===== src/rtl/bcd_pkg.sv =====
// Shared types and constants for the sequential binary-to-BCD converter.
package bcd_pkg;
  typedef enum logic [1:0] {IDLE, SHIFT, DONE} state_t;

  localparam int DIGIT_W    = 4;
  localparam int ADJ_THRESH = 5;
  localparam int ADJ_ADD    = 3;

  // Elaboration-time helper for the digit-capacity check.
  function automatic longint pow10(input int n);
    longint r;
    r = 1;
    for (int i = 0; i < n; i++) r = r * 10;
    return r;
  endfunction
endpackage


===== src/rtl/bcd_digit_adj.sv =====
// One BCD digit of the dabble step: add 3 when the digit is 5 or more.
module bcd_digit_adj
  import bcd_pkg::*;
(
  input  logic [DIGIT_W-1:0] din,
  output logic [DIGIT_W-1:0] dout
);
  // 4-bit wrap is intended; a digit <=9 never carries after adjustment.
  assign dout = (din >= DIGIT_W'(ADJ_THRESH)) ? din + DIGIT_W'(ADJ_ADD) : din;
endmodule


===== src/rtl/bin2bcd_seq.sv =====
// Shift-and-add-3 binary-to-BCD converter, one bit per clock, start/done handshake.
module bin2bcd_seq
  import bcd_pkg::*;
#(
  parameter int BIN_W  = 8,
  parameter int DIGITS = 3
) (
  input  logic                      clk,
  input  logic                      rst_n,
  input  logic                      start,
  input  logic [BIN_W-1:0]          bin,
  output logic                      busy,
  output logic                      done,
  output logic [DIGIT_W*DIGITS-1:0] bcd
);
  localparam int SCR_W = DIGIT_W * DIGITS;
  localparam int CNT_W = $clog2(BIN_W + 1);

  if (pow10(DIGITS) <= (longint'(1) << BIN_W) - 1) begin : g_cap_chk
    $error("bin2bcd_seq: DIGITS too small for BIN_W");
  end

  state_t             state, state_nxt;
  logic [SCR_W-1:0]   scratch, adj, scr_nxt;
  logic [BIN_W-1:0]   shreg, sh_nxt;
  logic [CNT_W-1:0]   count;
  logic               accept;

  for (genvar d = 0; d < DIGITS; d++) begin : g_adj
    bcd_digit_adj u_adj (
      .din  (scratch[d*DIGIT_W +: DIGIT_W]),
      .dout (adj[d*DIGIT_W +: DIGIT_W])
    );
  end

  // Adjust first, then shift the shift-reg MSB into the scratch LSB.
  assign scr_nxt = {adj[SCR_W-2:0], shreg[BIN_W-1]};
  assign sh_nxt  = shreg << 1;

  assign accept = start && (state == IDLE || state == DONE);
  assign busy   = (state == SHIFT);
  assign done   = (state == DONE);

  always_ff @(posedge clk or negedge rst_n) begin
    if (!rst_n) state <= IDLE;
    else        state <= state_nxt;
  end

  always_comb begin
    state_nxt = state;
    case (state)
      IDLE:    if (accept) state_nxt = SHIFT;
      SHIFT:   if (count == '0) state_nxt = DONE;
      DONE:    state_nxt = accept ? SHIFT : IDLE;
      default: state_nxt = IDLE;
    endcase
  end

  always_ff @(posedge clk or negedge rst_n) begin
    if (!rst_n) begin
      scratch <= '0;
      shreg   <= '0;
      count   <= '0;
      bcd     <= '0;
    end else if (accept) begin
      scratch <= '0;
      shreg   <= bin;
      count   <= CNT_W'(BIN_W - 1);
    end else if (state == SHIFT) begin
      scratch <= scr_nxt;
      shreg   <= sh_nxt;
      if (count == '0) bcd   <= scr_nxt;
      else             count <= count - 1'b1;
    end
  end
endmodule


===== config.mk =====
export PLATFORM = sky130hd
export DESIGN_NAME = bin2bcd_seq
export DESIGN_NICKNAME = d
export VERILOG_FILES = /design/src/rtl/bcd_pkg.sv /design/src/rtl/bcd_digit_adj.sv /design/src/rtl/bin2bcd_seq.sv
export SDC_FILE = /design/constraint.sdc
export NUM_CORES = 1
export LEC_CHECK = 0
export CORE_MARGIN = 2
export CORE_UTILIZATION = 55
export DETAILED_ROUTE_END_ITERATION = 8
export PLACE_DENSITY_LB_ADDON = 0.25
export RECOVER_POWER = 100
export SYNTH_ARGS = -nofsm -noshare
export SYNTH_HDL_FRONTEND = slang
export SYNTH_SLANG_ARGS = --single-unit
export TNS_END_PERCENT = 5

===== constraint.sdc =====
create_clock -name clk -period 4.1 [get_ports clk]
set_input_delay 0.82 -clock clk [delete_from_list [all_inputs] [get_ports clk]]
set_output_delay 0.82 -clock clk [all_outputs]
set_load 0.02 [all_outputs]

==> summary.md <==
| Metric | Value |
|---|---|
| Status | `complete, but fails checks` |
| Violated checks | `max-capacitance violations, max-slew violations` |
| Clk pwr share | `12.1%` |
| Worst setup SP type | `flop` |
| CTS resizes | `0` |
| Async SR Flop Fraction | `100.0%` |
| Final Util | `67.56%` |
| First-pass GRT wire length | `5.492 mm` |
| Post-DR wirelength/cell | `13.63 um` |
| Net Sw Power | `683.4 uW` |
| Tightest Pin Transition | `1.929 ns` |
| CP Class | `flop to output port` |
| Congestion Overflow GR | `0` |
| Syn Area/Cell | `10.50 um^2` |
| First-pass DRT Iterations | `4` |
| Yosys cell types | `31` |
| Initial Utilization | `58.33%` |
| Worst EP arrival | `2.26 ns` |
| Post-DP HPWL | `2.404 mm` |
| Ys flop type | `dfrtp_1` |
| CP delay by family, top | `buffers and inverters` |
| Lkg Pwr | `0.0009716 uW` |
| Fraction of the mapped netlist area in adder cells | `4.878%` |
| Crit path buf inv count | `2` |
| Clock Skew | `0.006960 ns` |
| Seq cells post-synth | `38` |
| Sequential share of the synthesized area | `52.96%` |
| Final period util | `75.12%` |
| Vias in the first global route | `1,330` |
| Final Instance Area | `2079 um^2` |
| CP max-delay cell | `dlygate4sd3_1` |
| Post-synth EDFFs | `0` |
| DRT Wirelength | `3.284 mm` |
| Net Sw Frac | `41.52%` |
| Critical Path Sink Type | `output port` |
| Die width | `61.14 um` |
| Iteration-0 DRC Markers | `60` |
| Final setup fails | `0` |
| DR vias/cell | `5.552` |
| RSZ-0062 raised after global routing | `false` |
| Max FO, Critical Path | `20` |
| CTS HTree Levels | `2` |
| Fillers | `248` |
| Cell Pwr Density | `791.4 nW/um^2` |
| Nets | `214` |
| Fraction of layout cells with a size suffix above 1 | `6.091%` |
| Critical Path RT | `3.28 ns` |
| Rows | `20` |
| Clock transition at path regs | `0.11 ns` |
| Slew headroom | `-28.62%` |
| Syn. warnings | `0` |
| Full die area | `3737 um^2` |
| Syn nets | `189` |
| Commonest non-fill, non-tap cells in the layout | `dfrtp_1 (38), nand2_1 (33), o21ai_0 (16), dlygate4sd3_1 (16), inv_1 (9)` |
| Die Ht | `61.14 um` |
| Setup TNS | `0 ns` |
| Post-synthesis mux area share | `5.575%` |
| Core area | `3078 um^2` |
| GP Congestion | `0.7882` |
| Area Overhead vs Synth | `15.82%` |
| Total clock sinks | `38` |
| Total Routing Usage GR | `20.00%` |
| Final ANT Viol Nets | `0` |
| Post-DP Area | `2046 um^2` |
| Initial antenna violation count | `0` |
| Slowest stage delay, CP | `0.76 ns` |
| Cells after Synth | `171` |
| Xor and xnor area share after synthesis | `1.951%` |
| Drt drc | `0` |
| Largest family of logic cells by synthesized area | `simple AND/OR/NAND/NOR gates` |
| Min cycle time layout | `3.080 ns` |
| CTS tree | `done` |
| Vias | `1,338` |
| Synth Area in Compound Gates | `14.43%` |
| Maximum clock rate | `324.7 MHz` |
| Max_cap viols | `1` |
| Comb power frac | `47.7%` |
| CP Cell Sequence | `nand2b_1 > inv_1 > dlygate4sd3_1` |
| Leading cell type in the layout, fill and taps excluded | `dfrtp_1` |
| Bufs on Longest Clock Path | `2` |
| N_diodes | `0` |
| Post-CTS Hold Buffers | `0` |
| Min-delay worst type | `flop to flop` |
| Simple-Gate Fraction of Synth Area | `14.49%` |
| Skew-Pair Late Insertion Delay | `0.33 ns` |
| Number of I/O port buffers | `24` |
| CTS root buf | `clkbuf_4` |
| Max-slew violations | `39` |
| VDD IR max | `0.0003777 V` |
| Post-CTS Setup Bufs | `0` |
| Clock buffer count from CTS | `5` |
| Cell internal pwr | `962.3 uW` |
| Largest net degree at the start of global routing | `39` |
| I/O pins | `25` |
| Syn Std Cell Area | `1795 um^2` |
| Final Hold Viols | `0` |
| Share of power burned in registers | `40.3%` |
==> worst paths after layout <==
path	to	cells after the start	slack [ns]	startpoint
hold reg to reg	bcd[7]	2	0.48	bcd[7]
min in group asynchronous	bcd[7]	2	1.55	rst_n
hold / removal	bcd[7]	2	0.48	bcd[7]
setup reg to reg	bcd[2]	6	1.59	count[0]
max in group asynchronous	scratch[4]	2	1.45	rst_n
setup / recovery	busy	3	1.02	state[1]
==> tightest hold or removal path, stage by stage (launching register included) <==
cell     delay (ns)
dfrtp_1        0.35
nand2_1        0.04
o21ai_0        0.06
==> routing by layer <==
layer | up-vias | global-route usage [%] | routed length [um]
li1 | 638 | - | -
met1 | 657 | 23.32 | 1387
met2 | 37 | 34.95 | 1693
met3 | 6 | 5.042 | 164
met4 | 0 | 8.385 | 39
met5 | - | 0 | 0
==> power groups by stage <==
stage               logic (uW)  clock network [uW]  registers [uW]
floorplan                  542                   0             704
global placement           796                   0             659
detailed placement         837                   0             671
CTS                        840                 204             664
global route               881                 221             684
finish                     784                 199             663
==> cell usage after synthesis, types with 2 or more instances <==
library cell / n / area share (%)
a21oi_1: 8 / 2.2
a22o_1: 6 / 2.9
a22oi_1: 7 / 2.9
buf_6: 2 / 1.3
clkbuf_1: 3 / 0.63
dfrtp_1: 38 / 53
ha_1: 7 / 4.9
inv_1: 9 / 1.9
mux2_2: 4 / 2.5
mux2i_1: 4 / 2.2
nand2_1: 33 / 6.9
nand2b_1: 5 / 1.7
nand3_1: 3 / 0.84
nor2b_1: 2 / 0.70
nor3_1: 3 / 0.84
nor3b_1: 5 / 2.1
o21ai_0: 13 / 3.6
o21ai_2: 3 / 1.5
xnor2_1: 4 / 2.0
==> per-stage QoR <==
step	hold slack, ns	total power, uW	instances	setup slack (ns)
after floorplan	0.4463	1246	171	2.242
after global placement	0.4583	1455	233	1.488
after detailed placement	0.4654	1508	233	1.452
after CTS	0.4901	1708	241	1.058
after global routing	0.5130	1785	241	0.9028
final	0.4802	1646	241	1.020
==> cell families after synthesis <==
family	Yosys count
AND/OR/NAND/NOR	55
AO/OA/AOI/OAI	40
flip-flops	38
buffers and inverters	18
multiplexers	9
adder cells (fa/ha/maj)	7
XOR/XNOR	4
==> layout make-up <==
cell class	instances	area (um^2)	share of cell area [%]
clock buffers	7	55.05	2.647
clock inverters	1	5.005	0.2407
inverters	10	38.79	1.865
multi-input cells	115	726.9	34.96
flip-flops and latches	38	950.9	45.73
well taps	44	55.05	2.647
repair buffers	26	247.7	11.91
==> sequential cells by signal, indices dropped and copies added, names as in the netlist <==
signal	cells
state	2
shreg	8
scratch	12
count	4
bcd	12
Power figures use the tool's default switching activity.
